===== src/rtl/ldpc_pkg.sv =====
// Shared definitions for the LDPC check-node / bit-node output stages.
package ldpc_pkg;

  localparam int LDPC_W      = 8;  // message width, two's complement
  localparam int LDPC_DEG    = 6;  // check-node degree
  localparam int LDPC_IDXW   = 3;  // edge index width
  localparam int LDPC_OFFSET = 1;  // offset-min-sum correction

  typedef enum logic [0:0] {
    ST_IDLE = 1'b0,
    ST_EMIT = 1'b1
  } cn_state_e;

  // Clip an unsigned magnitude to the largest positive w-bit two's-complement
  // value, then apply the offset correction with a floor at zero.
  // Works on 32-bit containers so callers of any width <= 32 can share it.
  function automatic logic [31:0] sat_abs_offset(input logic [31:0] mag,
                                                 input int unsigned w,
                                                 input logic [31:0] offset);
    logic [31:0] lim;
    logic [31:0] clip;
    lim  = (32'd1 << (w - 1)) - 32'd1;
    clip = (mag > lim) ? lim : mag;
    return (clip > offset) ? (clip - offset) : 32'd0;
  endfunction

endpackage


===== src/rtl/ldpc_mag_corr.sv =====
// Combinational magnitude clip + offset correction + sign application.
// A zero corrected magnitude always yields 0 regardless of the sign.
module ldpc_mag_corr
  import ldpc_pkg::*;
#(
  parameter int W      = LDPC_W,
  parameter int OFFSET = LDPC_OFFSET
) (
  input  logic [W-1:0] mag,
  input  logic         neg,
  output logic [W-1:0] msg
);

  logic [W-1:0] m_corr;

  assign m_corr = W'(sat_abs_offset(32'(mag), W, 32'(OFFSET)));
  // Two's-complement negate; -0 folds to 0 naturally.
  assign msg    = neg ? (~m_corr + 1'b1) : m_corr;

endmodule


===== src/rtl/ldpc_cn_msg_gen.sv =====
// Check-node output stage: captures a min/second-min/index/sign summary and
// emits DEG offset-min-sum check-to-bit messages serially, plus a parity flag.
module ldpc_cn_msg_gen
  import ldpc_pkg::*;
#(
  parameter int W      = LDPC_W,
  parameter int DEG    = LDPC_DEG,
  parameter int IDXW   = LDPC_IDXW,
  parameter int OFFSET = LDPC_OFFSET
) (
  input  logic            clk,
  input  logic            rst,
  input  logic            in_valid,
  output logic            in_ready,
  input  logic [W-1:0]    min_mag,
  input  logic [IDXW-1:0] min_idx,
  input  logic [W-1:0]    smin_mag,
  input  logic [DEG-1:0]  sign_in,
  output logic            out_valid,
  input  logic            out_ready,
  output logic [W-1:0]    out_msg,
  output logic [IDXW-1:0] out_edge,
  output logic            out_last,
  output logic            chk_valid,
  output logic            chk_ok
);

  localparam logic [0:0]      IDLE      = ST_IDLE;
  localparam logic [0:0]      EMIT      = ST_EMIT;
  localparam logic [IDXW-1:0] LAST_EDGE = IDXW'(DEG - 1);

  logic [0:0]      state_reg;
  logic [W-1:0]    min_reg;
  logic [W-1:0]    smin_reg;
  logic [IDXW-1:0] idx_reg;
  logic [DEG-1:0]  sign_reg;
  logic            par_reg;
  logic            in_ready_reg;
  logic            out_valid_reg;
  logic [W-1:0]    out_msg_reg;
  logic [IDXW-1:0] out_edge_reg;
  logic            out_last_reg;
  logic            chk_valid_reg;
  logic            chk_ok_reg;

  // Operands of the beat that will be registered next. In IDLE the beat is
  // edge 0 of the summary being accepted, so the live inputs are used; in
  // EMIT it is the following edge of the captured summary.
  logic            is_idle;
  logic [IDXW-1:0] nxt_edge;
  logic [W-1:0]    sel_min;
  logic [W-1:0]    sel_smin;
  logic [IDXW-1:0] sel_idx;
  logic [DEG-1:0]  sel_sign;
  logic            sel_par;
  logic [W-1:0]    sel_mag;
  logic            sel_neg;
  logic [W-1:0]    nxt_msg;
  logic            xfer;

  assign is_idle  = (state_reg == IDLE);
  assign nxt_edge = is_idle ? '0 : (out_edge_reg + 1'b1);
  assign sel_min  = is_idle ? min_mag  : min_reg;
  assign sel_smin = is_idle ? smin_mag : smin_reg;
  assign sel_idx  = is_idle ? min_idx  : idx_reg;
  assign sel_sign = is_idle ? sign_in  : sign_reg;
  assign sel_par  = is_idle ? (^sign_in) : par_reg;
  // An out-of-range min_idx never matches, so every edge takes min_mag.
  assign sel_mag  = (nxt_edge == sel_idx) ? sel_smin : sel_min;
  assign sel_neg  = sel_par ^ ((int'(nxt_edge) < DEG) ? sel_sign[nxt_edge] : 1'b0);
  assign xfer     = out_valid_reg & out_ready;

  ldpc_mag_corr #(
    .W      (W),
    .OFFSET (OFFSET)
  ) u_mag_corr (
    .mag (sel_mag),
    .neg (sel_neg),
    .msg (nxt_msg)
  );

  // FSM, summary capture, edge counter and registered outputs.
  always_ff @(posedge clk or posedge rst) begin
    if (rst) begin
      state_reg     <= IDLE;
      min_reg       <= '0;
      smin_reg      <= '0;
      idx_reg       <= '0;
      sign_reg      <= '0;
      par_reg       <= 1'b0;
      in_ready_reg  <= 1'b1;
      out_valid_reg <= 1'b0;
      out_msg_reg   <= '0;
      out_edge_reg  <= '0;
      out_last_reg  <= 1'b0;
      chk_valid_reg <= 1'b0;
      chk_ok_reg    <= 1'b0;
    end else begin
      chk_valid_reg <= 1'b0;
      case (state_reg)
        IDLE: begin
          if (in_valid) begin
            min_reg       <= min_mag;
            smin_reg      <= smin_mag;
            idx_reg       <= min_idx;
            sign_reg      <= sign_in;
            par_reg       <= ^sign_in;
            chk_valid_reg <= 1'b1;
            chk_ok_reg    <= ~(^sign_in);
            state_reg     <= EMIT;
            in_ready_reg  <= 1'b0;
            out_valid_reg <= 1'b1;
            out_msg_reg   <= nxt_msg;
            out_edge_reg  <= '0;
            out_last_reg  <= (DEG == 1);
          end
        end
        default: begin
          if (xfer) begin
            if (out_edge_reg == LAST_EDGE) begin
              state_reg     <= IDLE;
              in_ready_reg  <= 1'b1;
              out_valid_reg <= 1'b0;
              out_msg_reg   <= '0;
              out_edge_reg  <= '0;
              out_last_reg  <= 1'b0;
            end else begin
              out_msg_reg   <= nxt_msg;
              out_edge_reg  <= nxt_edge;
              out_last_reg  <= (nxt_edge == LAST_EDGE);
            end
          end
        end
      endcase
    end
  end

  assign in_ready  = in_ready_reg;
  assign out_valid = out_valid_reg;
  assign out_msg   = out_msg_reg;
  assign out_edge  = out_edge_reg;
  assign out_last  = out_last_reg;
  assign chk_valid = chk_valid_reg;
  assign chk_ok    = chk_ok_reg;

endmodule


===== config.mk =====
export PLATFORM = sky130hd
export DESIGN_NAME = ldpc_cn_msg_gen
export DESIGN_NICKNAME = d
export VERILOG_FILES = /design/src/rtl/ldpc_pkg.sv /design/src/rtl/ldpc_mag_corr.sv /design/src/rtl/ldpc_cn_msg_gen.sv
export SDC_FILE = /design/constraint.sdc
export NUM_CORES = 1
export LEC_CHECK = 0
export CAP_MARGIN = 20
export CORE_ASPECT_RATIO = 1.25
export CORE_MARGIN = 5
export CORE_UTILIZATION = 45
export CTS_CLUSTER_DIAMETER = 150
export DETAILED_ROUTE_END_ITERATION = 10
export GPL_TIMING_DRIVEN = 0
export PLACE_DENSITY_LB_ADDON = 0.25
export RECOVER_POWER = 50
export SLEW_MARGIN = 0
export SYNTH_ARGS = -nofsm -noshare
export SYNTH_HDL_FRONTEND = slang
export SYNTH_HIERARCHICAL = 1
export SYNTH_SLANG_ARGS = --single-unit

===== constraint.sdc =====
create_clock -name clk -period 6.92 [get_ports clk]
set_input_delay 1.384 -clock clk [delete_from_list [all_inputs] [get_ports clk]]
set_output_delay 1.384 -clock clk [all_outputs]
set_load 0.005 [all_outputs]

==> impl_metrics.tcl, run 1 <==
set metrics [dict create \
    fin_crit_sh 0.7727 \
    die_area_um2 7382 \
    grt_pass1_vias 2080 \
    power_density_nw_per_um2 580.6 \
    synth-compound-area-share 0.1343 \
    grt_overflow 0 \
    min_to "out_last$_DFFE_PP0P_" \
    status "complete, no violations" \
    grt_first_pass_wirelength_um 9901 \
    worstPathCellList "clkdlybuf4s50_1, nor3_2, clkbuf_1, a211oi_1, a21oi_1, nor2_1, ha_1, clkbuf_1, nor2_1, nor3_2, or2_2, ha_1, o31ai_1, o31ai_1, xnor2_1, nand2_1, o21ai_0" \
    place_congestion 0.8597 \
    placed_area_um2 3133 \
    cp_max_fo 10 \
    dr.pass1.iters 4 \
    worst_slew_pin_slew_ps 1480 \
    critPathMaxStageDelay_ps 630 \
    routed_wl_um 5819 \
    crit_path_end_kind "flip-flop" \
    post_cts_buffers 0 \
    fin_tns_setup_ps 0 \
    grt_start_max_net_pins 28 \
    clock_latency_ps 290 \
    synthesis.area_um2 2590 \
    io_pins 45 \
    numPortBuffers 44 \
    timing.slew.headroom 0.01314 \
    r2r_end "out_msg[6]$_DFFE_PP0P_" \
    crit_start "min_idx[2]" \
    fillCellCount 556 \
    fin_area_um2 3213 \
    worst_r2r_path_depth 19 \
    num_rows 31 \
    hold_path.class "flip-flop to flip-flop" \
    critical_path_class "input pin to flip-flop" \
    synth_adder_area_share 0.02415 \
    final-setup-viol-count 0 \
    tritoncts "yes" \
    fin_worst_skew_ps 7.585 \
    critPathArrivalTime_ps 5560 \
    cts_max_level 2 \
    min_delay_path_depth 2 \
    layout_common_cells "nand2_1 (106), dfrtp_1 (42), clkdlybuf4s50_1 (40), o21ai_0 (17), nor2_1 (16)" \
    synth_seq_cells 43 \
    drtIter0Drc 83 \
    fmax_mhz 187.0 \
    peakVddDrop_mv 0.2667 \
    synth_top_area_share 0.4058 \
    ys_seq_area_frac 0.4159 \
    start_kind "input pin" \
    drive_above_1_share 0.07713 \
    layout_commonest_cell "nand2_1" \
    yosys-top-cells-area "dfrtp_1 (41%), nand2_1 (15%), mux2i_1 (3.5%)" \
    synthSimpleGateAreaFrac 0.2797 \
    yosys.cell_types.count 47 \
    synth_top_family_by_area "simple AND/OR/NAND/NOR gates" \
    worstReg2RegStart "out_edge[1]$_DFFE_PP0P_" \
    synth_top_area_cell "dfrtp_1" \
    synthToLayoutAreaGrowth_pct 24.06 \
    period_needed_ps 5347 \
    ctsLongestPathBuffers 2 \
    cpMaxStageDelayCell "a21oi_1" \
    slew_viol_final 0 \
    synth_xor_area_frac 0.05797 \
    ant_nets 0 \
    cts-root-buf "clkbuf_8" \
    p_leak_uw 0.001538 \
    synth_nets 344 \
    vias 2197 \
    power_uw 1866 \
    grt_setup_unrepaired "false" \
    syn_inst 310 \
    yosysWarnings 6 \
    insertedDiodeCount 0 \
    cts-hold-fix-buffers 0 \
    hold_viol_final 0 \
    muxShareOfSynthArea 0.04493 \
    path_clk_slew_ps 80 \
    drv_cap 0 \
    numCtsBuffers 5 \
    design.core.area_um2 5702 \
    hpwl_um 4506 \
    drc 0 \
    start_util 0.4542 \
    die-width_um 77.86 \
    grt_usage 0.1660 \
    antenna_found_initial 0 \
    finalNetCount 396 \
    cts_resized 0 \
    die_h_um 94.82 \
    routedWlPerCell_um 13.56 \
    cp_data_required_time_ps 7130 \
    rrSetupSlack_ps 2650 \
    syn_avg_cell_area_um2 8.355 \
    via_per_inst 5.121 \
    cts_sinks 43 \
    worstHoldStart "out_last$_DFFE_PP0P_" \
]
how the worst max path moves through the flow:
stage,end,slack [ps],cells past startpoint
floorplan,out_msg[6]$_DFFE_PP0P_,2540,16
global placement,out_msg[6]$_DFFE_PP0P_,1300,17
detailed placement,out_msg[6]$_DFFE_PP0P_,1250,17
CTS,out_msg[6]$_DFFE_PP0P_,1560,17
global route,out_msg[6]$_DFFE_PP0P_,1150,18
finish,out_msg[6]$_DFFE_PP0P_,1570,17
cells by family after synthesis:
logic type / after synthesis
AND/OR/NAND/NOR: 161
adder cells (fa/ha/maj): 5
AO/OA/AOI/OAI: 52
XOR/XNOR: 14
buffers and inverters: 24
flip-flops: 43
multiplexers: 11
power by group:
part / switching, µW / leakage (µW) / internal (µW)
clock network: 84.6 / 0.0000515 / 91.2
registers: 66.4 / 0.000540 / 372
logic: 670 / 0.000946 / 581
critical path, delay by kind of cell:
| kind | cells | cell delay, ps |
|---|---|---|
| xor+xnor | 1 | 140 |
| simple gates | 6 | 1370 |
| buf+inv | 3 | 1100 |
| fa+ha+maj | 2 | 420 |
| compound gates | 5 | 1140 |
layer usage:
layer | share of wire | vias up | global-route usage | routed length (µm)
met1 | 0.46 | 1013 | 0.2137 | 2688
met3 | 0.043 | 2 | 0.03149 | 249
met2 | 0.49 | 42 | 0.2855 | 2847
met5 | 0 | - | 0 | 0
li1 | - | 1140 | - | -
met4 | 0.0057 | 0 | 0.04155 | 33
cells in the mapped netlist (all sizes together):
| master | number |
|---|---|
| o22ai | 1 |
| o21a | 1 |
| buf | 10 |
| nor4 | 2 |
| mux2 | 2 |
| o211ai | 1 |
| or2 | 1 |
| nand3b | 4 |
| nand2b | 2 |
| clkbuf | 7 |
| and3 | 2 |
| nor3 | 8 |
| dfstp | 1 |
| a21boi | 1 |
| a21o | 1 |
| ha | 5 |
| dfrtp | 42 |
| o41ai | 1 |
| xor2 | 3 |
| nand2 | 106 |
| mux2i | 9 |
| a31oi | 1 |
| nand3 | 4 |
| xnor2 | 9 |
| o31ai | 4 |
| a21oi | 12 |
| and2 | 1 |
| nor2b | 10 |
| o21ai | 17 |
| a211o | 1 |
| or4bb | 1 |
| inv | 7 |
| xnor3 | 2 |
| or3 | 3 |
| a211oi | 9 |
| nor3b | 1 |
| nor2 | 16 |
| o31a | 2 |
metrics by stage:
| stage | util | setup WS [ps] | hold slack (ps) | instances |
|---|---|---|---|---|
| finish | 0.5635 | 1573 | 477.6 | 429 |
| global route | 0.5635 | 1150 | 502.5 | 429 |
| CTS | 0.5670 | 1561 | 482.6 | 429 |
| detailed placement | 0.5495 | 1253 | 463.0 | 421 |
| global placement | 0.5460 | 1301 | 458.1 | 420 |
| floorplan | - | 2539 | 437.9 | 310 |
area by class of cell:
class	instances	area, µm²	share of cell area
Clock buffer	8	100.1	0.03115
Inverter	7	26.28	0.008178
Tap cell	66	82.58	0.02570
Buffer	17	83.83	0.02609
Timing Repair Buffer	45	444.2	0.1382
Sequential cell	43	1077	0.3353
Multi-Input combinational cell	243	1399	0.4354
Power figures use the tool's default switching activity.
==> run 2, diff against run 1 <==
clock period = 4.9 ns   (was 6.92 ns; I/O delays follow)
==> impl_metrics.tcl, run 2 (synthesis gave the netlist of run 1 again) <==
set metrics [dict create \
    status "complete, but fails checks" \
    violations "capacitance limit" \
    placed_area_um2 3133 \
    crit_path_end_kind "flip-flop" \
    routed_wl_um 5838 \
    cts_max_level 2 \
    fillCellCount 556 \
    peakVddDrop_mv 0.3760 \
    die_area_um2 7382 \
    critPathArrivalTime_ps 4780 \
    io_pins 45 \
    grt_start_max_net_pins 28 \
    timing.slew.headroom 0.001626 \
    cp_data_required_time_ps 5110 \
    period_needed_ps 4570 \
    layout_commonest_cell "nand2_1" \
    synthToLayoutAreaGrowth_pct 24.69 \
    grt_pass1_vias 2080 \
    final-setup-viol-count 0 \
    ctsLongestPathBuffers 2 \
    rrSetupSlack_ps 750 \
    slew_viol_final 0 \
    via_per_inst 5.121 \
    fin_tns_setup_ps 0 \
    cp_max_fo 10 \
    seqCellArea_um2 1077 \
    post_cts_buffers 0 \
    cts-root-buf "clkbuf_8" \
    cts_sinks 43 \
    tritoncts "yes" \
    hold_viol_final 0 \
    fmax_mhz 218.8 \
    die_h_um 94.82 \
    ant_nets 0 \
    insertedDiodeCount 0 \
    path_clk_slew_ps 80 \
    hpwl_um 4506 \
    place_congestion 0.8597 \
    numCtsBuffers 5 \
    design.core.area_um2 5702 \
    drtIter0Drc 78 \
    dr.pass1.iters 4 \
    num_rows 31 \
    grt_overflow 0 \
    die-width_um 77.86 \
    power_density_nw_per_um2 819.2 \
    grt_usage 0.1660 \
    clock_latency_ps 290 \
    start_util 0.4542 \
    drc 0 \
    multi_input_area_um2 1413 \
    routedWlPerCell_um 13.61 \
    hold_path.class "flip-flop to flip-flop" \
    drv_cap 1 \
    fin_crit_sh 0.9327 \
    power_uw 2645 \
    drive_above_1_share 0.08815 \
    critical_path_class "input pin to flip-flop" \
    p_leak_uw 0.001547 \
    fin_area_um2 3229 \
    worst_slew_pin_slew_ps 1498 \
    fin_worst_skew_ps 6.371 \
    grt_first_pass_wirelength_um 9901 \
    finalNetCount 396 \
    start_kind "input pin" \
    antenna_found_initial 0 \
    layout_common_cells "nand2_1 (106), dfrtp_1 (42), clkdlybuf4s50_1 (40), o21ai_0 (17), nor2_1 (16)" \
    numPortBuffers 44 \
    vias 2197 \
]
run 2: cell counts in the layout (fill, tap and decap cells not counted):
Identical to the previous run, type by type.
run 2: final timing paths:
check | startpoint | end | depth (start not counted)
min | out_last$_DFFE_PP0P_ | out_last$_DFFE_PP0P_ | 2
min reg2reg | out_last$_DFFE_PP0P_ | out_last$_DFFE_PP0P_ | 2
max | min_idx[2] | out_msg[6]$_DFFE_PP0P_ | 17
max reg2reg | out_edge[1]$_DFFE_PP0P_ | out_msg[6]$_DFFE_PP0P_ | 19
min in group asynchronous | rst | min_reg[6]$_DFFE_PP0P_ | 2
max in group asynchronous | rst | min_reg[3]$_DFFE_PP0P_ | 3
run 2: layout make-up:
class | instances | area share
inverter | 7 | 0.008136
clock buffer | 8 | 0.03100
tap | 66 | 0.02557
multi-input combinational | 243 | 0.4374
buffer | 17 | 0.02673
timing repair buffer | 45 | 0.1375
sequential | 43 | 0.3336
run 2: power breakdown:
group | internal, µW | total (µW) | leakage [µW] | switching (µW)
registers | 526 | 619 | 0.000540 | 93.7
clock network | 129 | 248 | 0.0000515 | 119
logic | 827 | 1780 | 0.000956 | 951
run 2: layer usage:
metal  track usage  routed length [µm]  vias up
met2        0.2855                2855       49
met4       0.04155                  33        0
met5             0                   0        -
met3       0.03149                 262        2
li1              -                   -     1140
met1        0.2137                2687     1006
run 2: timing repair:
action / 4_1_cts / 5_1_grt
gates resized for setup: 2 / 4
hold buffers: 0 / 0
endpoints found under the setup margin: 3 / 7
run 2: per-stage QoR:
stage	instances	hold slack, ps	setup slack [ps]	util
3_5_place_dp	421	463.0	-363.2	0.5495
6_report	429	477.5	330.0	0.5664
3_3_place_gp	420	458.1	-315.3	0.5460
5_1_grt	429	502.5	-3.547	0.5664
2_1_floorplan	310	437.9	923.0	-
4_1_cts	429	482.6	88.98	0.5679
run 2: critical path: stages:
cell,delay (ps)
clkdlybuf4s50_1,480
nor3_4,370
clkbuf_2,310
a211oi_1,110
a21oi_1,520
nor2_1,160
ha_1,230
clkbuf_1,200
nor2_1,260
nor3_2,100
or2_2,290
ha_1,200
o31ai_1,90
o31ai_1,150
xnor2_1,140
nand2_1,60
o21ai_0,130
